$ cat config.mk
export PLATFORM = sky130hd
export DESIGN_NAME = fetch_stage
export DESIGN_NICKNAME = d
export VERILOG_FILES = /design/src/rtl/fetch_stage_pkg.sv /design/src/rtl/IF_to_ID.sv /design/src/rtl/fetch_stage.sv
export SDC_FILE = /design/constraint.sdc
export NUM_CORES = 1
export LEC_CHECK = 0
export ABC_CLOCK_PERIOD_IN_PS = 5500
export CAP_MARGIN = 30
export CELL_PAD_IN_SITES_DETAIL_PLACEMENT = 0
export CELL_PAD_IN_SITES_GLOBAL_PLACEMENT = 1
export CORE_UTILIZATION = 37
export CTS_CLUSTER_DIAMETER = 150
export CTS_CLUSTER_SIZE = 8
export DETAILED_ROUTE_END_ITERATION = 16
export PLACE_DENSITY_LB_ADDON = 0.2
export SYNTH_ARGS = -nofsm -noshare
export SYNTH_HDL_FRONTEND = slang
export SYNTH_SLANG_ARGS = --single-unit
$ cat constraint.sdc
create_clock -name clk -period 5.5 [get_ports clk]
set_input_delay 1.1 -clock clk [delete_from_list [all_inputs] [get_ports clk]]
set_output_delay 1.1 -clock clk [all_outputs]
set_load 0.005 [all_outputs]
$ cat src/rtl/fetch_stage_pkg.sv
// Shared definitions for the instruction-fetch stage: widths, fetch FSM
// encoding and the canonical NOP.
package fetch_stage_pkg;

  localparam int DATA_WIDTH = 32;

  localparam logic [DATA_WIDTH-1:0] NOP_INSTR = 32'h0000_0013;
  localparam logic [DATA_WIDTH-1:0] PC_STEP   = 32'd4;

  typedef enum logic [1:0] {
    IDLE = 2'd0,
    REQ  = 2'd1,
    WAIT = 2'd2,
    HOLD = 2'd3
  } fetch_state_e;

  // Redirect targets are word aligned by dropping the low two bits.
  function automatic logic [DATA_WIDTH-1:0] align_pc(input logic [DATA_WIDTH-1:0] addr);
    return addr & ~32'h0000_0003;
  endfunction

endpackage

$ cat src/rtl/IF_to_ID.sv
// IF/ID pipeline register: flush clears to a NOP bubble keeping the pc
// fields, hold freezes everything, load captures a fetched instruction.
module IF_to_ID
  import fetch_stage_pkg::*;
(
  input  logic                  clk,
  input  logic                  rst,
  input  logic                  load,
  input  logic                  hold,
  input  logic                  flush,
  input  logic [DATA_WIDTH-1:0] if_instruction,
  input  logic [DATA_WIDTH-1:0] if_pc,
  input  logic [DATA_WIDTH-1:0] if_pc_plus4,
  output logic                  id_valid,
  output logic [DATA_WIDTH-1:0] id_instruction,
  output logic [DATA_WIDTH-1:0] id_pc,
  output logic [DATA_WIDTH-1:0] id_pc_plus4
);

  // The visible reset values of the whole register are architectural,
  // so every field is reset here, data included.
  always_ff @(posedge clk or posedge rst) begin
    if (rst) begin
      id_valid       <= 1'b0;
      id_instruction <= NOP_INSTR;
      id_pc          <= '0;
      id_pc_plus4    <= PC_STEP;
    end else if (flush) begin
      id_valid       <= 1'b0;
      id_instruction <= NOP_INSTR;
    end else if (load && !hold) begin
      id_valid       <= 1'b1;
      id_instruction <= if_instruction;
      id_pc          <= if_pc;
      id_pc_plus4    <= if_pc_plus4;
    end
  end

endmodule

$ cat src/rtl/fetch_stage.sv
// Instruction-fetch stage: owns the PC, runs a one-outstanding-request
// memory handshake and feeds the IF/ID register, with stall and redirect.
module fetch_stage
  import fetch_stage_pkg::*;
#(
  parameter logic [DATA_WIDTH-1:0] RESET_PC = 32'h0000_0000
) (
  input  logic                  clk,
  input  logic                  rst,
  input  logic                  ID_stall_i,
  input  logic                  EX_redirect_i,
  input  logic [DATA_WIDTH-1:0] EX_redirect_pc_i,
  output logic                  imem_req_valid_o,
  input  logic                  imem_req_ready_i,
  output logic [DATA_WIDTH-1:0] imem_req_addr_o,
  input  logic                  imem_rsp_valid_i,
  input  logic [DATA_WIDTH-1:0] imem_rsp_data_i,
  output logic                  ID_valid_o,
  output logic [DATA_WIDTH-1:0] ID_instruction_o,
  output logic [DATA_WIDTH-1:0] ID_pc_o,
  output logic [DATA_WIDTH-1:0] ID_pc_plus4_o
);

  fetch_state_e          state, state_n;
  logic [DATA_WIDTH-1:0] pc, pc_n;
  logic [DATA_WIDTH-1:0] skid, skid_n;
  logic                  kill, kill_n;
  logic                  id_load, id_from_skid;
  logic [DATA_WIDTH-1:0] id_instr_in;
  logic [DATA_WIDTH-1:0] redirect_target;

  assign redirect_target  = align_pc(EX_redirect_pc_i);
  assign imem_req_valid_o = (state == REQ);
  assign imem_req_addr_o  = pc;
  assign id_instr_in      = id_from_skid ? skid : imem_rsp_data_i;

  always_comb begin
    state_n      = state;
    pc_n         = pc;
    kill_n       = kill;
    skid_n       = skid;
    id_load      = 1'b0;
    id_from_skid = 1'b0;
    unique case (state)
      IDLE: state_n = REQ;
      REQ: begin
        // A redirect racing the handshake means the accepted address is stale.
        if (imem_req_ready_i) begin
          state_n = WAIT;
          kill_n  = EX_redirect_i;
        end
      end
      WAIT: begin
        if (imem_rsp_valid_i) begin
          if (kill || EX_redirect_i) begin
            kill_n  = 1'b0;
            state_n = REQ;
          end else if (!ID_stall_i) begin
            id_load = 1'b1;
            pc_n    = pc + PC_STEP;
            state_n = REQ;
          end else begin
            skid_n  = imem_rsp_data_i;
            state_n = HOLD;
          end
        end else if (EX_redirect_i) begin
          kill_n = 1'b1;
        end
      end
      HOLD: begin
        if (EX_redirect_i) begin
          state_n = REQ;
        end else if (!ID_stall_i) begin
          id_load      = 1'b1;
          id_from_skid = 1'b1;
          pc_n         = pc + PC_STEP;
          state_n      = REQ;
        end
      end
      default: state_n = IDLE;
    endcase
    if (EX_redirect_i) pc_n = redirect_target;
  end

  always_ff @(posedge clk or posedge rst) begin
    if (rst) begin
      state <= IDLE;
      pc    <= RESET_PC;
      kill  <= 1'b0;
    end else begin
      state <= state_n;
      pc    <= pc_n;
      kill  <= kill_n;
    end
  end

  // Skid data is only meaningful in HOLD, so it needs no reset.
  always_ff @(posedge clk) begin
    skid <= skid_n;
  end

  IF_to_ID u_if_to_id (
    .clk            (clk),
    .rst            (rst),
    .load           (id_load),
    .hold           (ID_stall_i),
    .flush          (EX_redirect_i),
    .if_instruction (id_instr_in),
    .if_pc          (pc),
    .if_pc_plus4    (pc + PC_STEP),
    .id_valid       (ID_valid_o),
    .id_instruction (ID_instruction_o),
    .id_pc          (ID_pc_o),
    .id_pc_plus4    (ID_pc_plus4_o)
  );

endmodule

# == Yosys cells after proc, flatten, opt, wreduce, memory -nomap -nowiden ==
# Index checks and enable logic that the tools add are counted.
# totals
register_bits,164
latch_bits,0
mem_bits_rw,0
romBits,0
input_bits,70
out_inout_bits,130
memories,0
# op_classes
add_sub_neg,1
n_mul,0
div,0
n_lt_le_gt_ge,0
n_eq_ne,9
shift,0
mux,28
bitwise_logic,2
reduce_logical,12
# ops
operator,n
32-bit 2-to-1 mux,7
32-bit case mux with 2 select lines,1
32-bit by 3-bit adder with 32-bit output (second input constant),1
2-bit 2-to-1 mux,6
3-bit inequality test (second input constant),4
1-bit 2-to-1 mux,11
2-bit case mux with 4 select lines,1
4-bit AND reduction,2
3-bit AND reduction,2
2-bit equality test (second input constant),2
1-bit case mux with 2 select lines,2
2-bit nonzero test,2
3-bit nonzero test,1
2-bit by 1-bit equality test with 1-bit output (second input constant),1
2-bit zero test,1
2-bit by 1-bit inequality test with 1-bit output (second input constant),1
2-bit inequality test (second input constant),1
1-bit NOT,2
2-bit AND reduction,1
1-bit logical AND,1
1-bit zero test,1
1-bit logical OR,1

# == Logic depth before layout (Yosys ltp) ==
# depth
word_depth,7
depth_mapped,10
mapped_depth_nobuf,6

# == Modules after synthesis ==
# From an unflattened synthesis, not the netlist that was laid out.
# hier_totals
cells_unflattened,627
area_unflattened_um2,7440.9
# modules_own_cells
module,instances,cells_each,area_each_um2
IF_to_ID,1,281,3727.3
fetch_stage,1,346,3713.6

# == Worst setup path after synthesis ==
# OpenSTA, ideal clock, no wires.
# synth_path
path_kind,input -> register
start,input ID_stall_i
end,register skid[0] (enable)
arrival_ps,2382
setup_slack_ps,2726
cell_stages,3
n_path_buf,1
cell_sequence,buf_2 > nor4bb_1 > and2_1
# synth_between
elab_chain_cells,1
# synth_rtl
item,line_no,source
start: declaration,fetch_stage.sv:10,"input logic ID_stall_i,"
4-bit AND reduction (no source line),n/a,
end signal: assignment,fetch_stage.sv:99,skid <= skid_n;
end: declaration,fetch_stage.sv:26,"logic [DATA_WIDTH-1:0] skid, skid_n;"
# No other way between the ends.
# A chain may end at the register's enable or synchronous reset.

# == Worst setup path in the final report ==
# layout_path
start,input ID_stall_i
end,register u_if_to_id.id_instruction[3]
# layout_between
elab_chain_cells,6
word_cells_on_any_way,12
classes_between,mux: 9; reduce/logical: 3
# layout_rtl
item,line_no,source
1-bit 2-to-1 mux,"fetch_stage.sv:58, fetch_stage.sv:73",
1-bit 2-to-1 mux (on tied branches),"fetch_stage.sv:55, fetch_stage.sv:71",
1-bit 2-to-1 mux (on tied branches),"fetch_stage.sv:54, fetch_stage.sv:44",
1-bit case mux with 2 select lines / 32-bit 2-to-1 mux (equally long branches),"fetch_stage.sv:44, fetch_stage.sv:35",
1-bit logical AND / 32-bit 2-to-1 mux (equally long branches),IF_to_ID.sv:31,end else if (load && !hold) begin
2-bit nonzero test (no source line) / 32-bit 2-to-1 mux (equally long branches),n/a,
end signal: assignment,IF_to_ID.sv:33,id_instruction <= if_instruction;
end: declaration,IF_to_ID.sv:15,"output logic [DATA_WIDTH-1:0] id_instruction,"
# Parallel ways exist; a longest one is shown, timed or not. The select of a mux whose other input is x is not followed.

==> impl_metrics.csv <==
group,metric,value,unit
status,status,"complete, no violations",
setup_path,worst_setup_path_start_kind,"input pin",
global_routing,maximum_number_of_pins_on_one_net_before_global_route_repair,97,
sta,setup_total_negative_slack,0,ps
setup_path,cp_max_stage_cell,"sky130_fd_sc_hd__clkdlybuf4s50_1",
yosys,synth_edf_count,32,
setup_path,worst-setup-path-type,"input pin to flop",
routing,first_pass_iters,4,
hold_path,hold_path_class,"flop to flop",
routing,wl_met3,1537,microns
setup_path,crit_path_leading_delay_family,"buffers and inverters",
clock_tree,cts_hold_buffers,0,
global_routing,first_global_vias,5879,
clock_tree,clk_path_buf_depth,2,
clock_tree,clock_tree.root_cell,"sky130_fd_sc_hd__clkbuf_16",
yosys,synth.cell_area,7547,sq um
global_routing,antenna_found_initial,1,
setup_path,path_cells,"clkdlybuf4s50_1 > or2_1 > a21o_4 > buf_4 > nor2_1 > a31o_2",
routing,vias,6121,
clock_tree,post-cts-setup-buffers,0,
routing,wire_per_inst,18.35,microns
yosys,synthesis.instances,731,
sta,hold_ws,472.1,ps
yosys,ys_seq_elements,158,
final_layout,layout-area-overhead-vs-synth,34.43,%
sta,period_share,0.6195,
sta,clock-skew-final,7.474,ps
sta,setup_violations,0,
sta,timing_max_transition_violations_final,0,
final_layout,layout-drive-gt1-share,0.09778,
sta,grt_setup_unrepaired,"no",
routing,detail_route.vias_per_cell,5.250,
final_layout,nets,961,
setup_path,cp_slowest_stage_delay,800,ps
yosys,synth_top_area_share,0.4045,
yosys,fraction_of_registers_with_async_set_reset,0.7975,
routing,drcViolationCount,0,
global_routing,grt_first_pass_wirelength,32780,microns
clock_tree,clk_latency,420,ps
sta,period_minus_slack,3407,ps
clock_tree,number_of_clock_buffers_inserted_by_tritoncts,17,
clock_tree,clock_tree.htree_level_count,4,
setup_path,worst_ep_required_time,5810,ps
power,p_leak,3.995,nW
placed_design,io_buffer_count,191,
setup_path,worstSetupEndpointType,"flop",
setup_path,worst_path_arrival_time,3720,ps
sta,slew_headroom,0.3273,
yosys,synth_warnings,0,
routing,antenna_violating_nets_post_route,0,
power,peakVddDrop,216.5,uV
clock_tree,clk_transition_reported_paths,60,ps
die,initial_cell_density_of_the_core,0.3828,
die,fp.dieW,144.8,microns
placed_design,hpwlAfterDp,14370,microns
routing,wl_met1,9300,microns
sta,achievable-frequency,0.2935,GHz
die,die_h,144.8,microns
yosys,synth_area_leader_cell,"sky130_fd_sc_hd__dfrtp_1",
clock_tree,tritoncts_clock_tree,"built",
yosys,synth_top_cells_by_area,"sky130_fd_sc_hd__dfrtp_1 (40%), sky130_fd_sc_hd__edfxtp_1 (13%), sky130_fd_sc_hd__nand2_1 (6.3%), sky130_fd_sc_hd__mux2i_1 (4.4%), sky130_fd_sc_hd__nor2_1 (3.4%)",
sta,worst_pin_slew,1007,ps
global_routing,global_router_s_overall_resource_usage,0.2076,
power,pwr_per_cell_area,404.2,nW/um^2
routing,route.final.wire_length,21390,microns
yosys,postSynthAreaPerCell,10.32,sq um
clock_tree,clock_sinks,158,
die,core_region_area,19720,sq um
routing,detailedRoute.firstIterationViolations,317,
placed_design,globalplace.congestion,0.7718,
yosys,seq_total_area_yosys,0.5458,
die,std_cell_rows,51,
clock_tree,cts-resized-gates,0,
routing,highest_layer,"met4",
die,io_pins,200,
sta,hold_viol_final,0,
global_routing,grt-ovfl-total,0,
yosys,ys_dominant_reg_cell,"sky130_fd_sc_hd__dfrtp_1",
die,dieArea,20970,sq um
yosys,synth.distinct_cells,67,
setup_path,critical_path.max_fanout,83,
setup_path,buffering_stage_count_on_the_worst_path_with_inverters_included,2,
routing,routed-wl-met2,10130,microns
flow_run,max_cap_viol_count,0,
[metrics by stage]
stage	worst slack, ps	instances	util	instance area [sq um]	power (mW)
final	2093	1166	0.5146	10150	4.101
after global routing	1900	1166	0.5146	10150	4.324
after CTS	2081	1165	0.5144	10140	4.142
after detailed placement	1631	1133	0.4821	9507	2.848
after global placement	1668	1133	0.4821	9507	2.817
after floorplan	1051	736	-	7566	2.124
[Yosys cell counts, drive strengths merged (12+ instances only)]
library cell	number
nand2	127
a31o	29
nand3	12
a31oi	31
buf	47
or3	19
nor2	69
or4	16
o31ai	14
nand4	14
dfrtp	122
mux2i	33
clkbuf	19
edfxtp	32
o21ai	39
[area by class of cell]
type / count / area (sq um)
clock inverter: 9 / 157.7
multi-input combinational: 504 / 3053
clock buffer: 23 / 479.2
timing repair buffer: 199 / 1972
inverter: 7 / 31.28
sequential: 158 / 4119
fill: 1735 / 9572
tap: 265 / 331.6
antenna: 1 / 2.502
[path summary, 6_finish.rpt]
path | startpoint | endpoint | slack, ps | cells past startpoint
setup reg to reg | state[0]$_DFFE_PP0P_ | u_if_to_id.id_instruction[3]$_DFFE_PP0P_ | 2620 | 7
max in group asynchronous | rst | u_if_to_id.id_pc_plus4[15]$_DFFE_PP0P_ | 3240 | 3
hold / removal | u_if_to_id.id_pc[25]$_DFFE_PP0P_ | u_if_to_id.id_pc[25]$_DFFE_PP0P_ | 470 | 2
min in group asynchronous | rst | u_if_to_id.id_instruction[6]$_DFFE_PP0P_ | 1260 | 2
setup / recovery | ID_stall_i | u_if_to_id.id_instruction[3]$_DFFE_PP0P_ | 2090 | 6
hold reg to reg | u_if_to_id.id_pc[25]$_DFFE_PP0P_ | u_if_to_id.id_pc[25]$_DFFE_PP0P_ | 470 | 2
[worst min-delay path, stage by stage (launching register included)]
cell and delay, ps:
sky130_fd_sc_hd__dfrtp_1 340, sky130_fd_sc_hd__nand2_1 50, sky130_fd_sc_hd__nand2_1 50
[layout by cell type (no fill, tap or decap), types with 5 or more instances in the layout]
cell                                n
sky130_fd_sc_hd__xnor2_1            9
sky130_fd_sc_hd__a31o_2            29
sky130_fd_sc_hd__nand4_1           11
sky130_fd_sc_hd__dfrtp_1          122
sky130_fd_sc_hd__a31oi_1           31
sky130_fd_sc_hd__clkdlybuf4s50_1  191
sky130_fd_sc_hd__mux2i_1           33
sky130_fd_sc_hd__conb_1             6
sky130_fd_sc_hd__or4_1             16
sky130_fd_sc_hd__or3_1             19
sky130_fd_sc_hd__nand3_1           11
sky130_fd_sc_hd__nor3_1             5
sky130_fd_sc_hd__edfxtp_1          32
sky130_fd_sc_hd__o21ai_0           31
sky130_fd_sc_hd__xor2_1             9
sky130_fd_sc_hd__nand2_1          127
sky130_fd_sc_hd__o21ai_1            8
sky130_fd_sc_hd__nor2_1            68
sky130_fd_sc_hd__buf_4              8
sky130_fd_sc_hd__clkbuf_16         18
sky130_fd_sc_hd__and2_1             7
sky130_fd_sc_hd__inv_1              5
sky130_fd_sc_hd__o31ai_1           14
[report_power, final]
group | switching, mW | total [mW] | internal (mW) | leakage (nW)
clock | 0.487 | 1.29 | 0.803 | 0.304
sequential | 0.198 | 1.67 | 1.47 | 1.85
combinational | 0.468 | 1.14 | 0.675 | 1.84
[state kept, by name, summed over array words and instances (netlist names)]
name                       flops
u_if_to_id.id_pc              30
kill                           1
u_if_to_id.id_instruction     32
u_if_to_id.id_pc_plus4        30
skid                          32
u_if_to_id.id_valid            1
imem_req_addr_o               30
state                          2
[metal layers]
layer / global-route usage / up-vias
li1: - / 2922
met1: 0.2691 / 2974
met2: 0.3289 / 198
met3: 0.05956 / 27
met4: 0.07645 / 0
met5: 0 / -
[logic make-up (layout without fill, tap and decap cells)]
group	after synthesis	count (layout)	share of synthesized area
simple gates	296	296	0.1916
fa+ha+maj	4	4	0.006632
compound gates	146	146	0.1340
xor+xnor	18	18	0.02089
other cells	1	7	0.0004969
flops	158	158	0.5458
mux	34	34	0.04526
buf+inv	74	238	0.05537
Note: power is estimated with default switching activity, not from simulation.
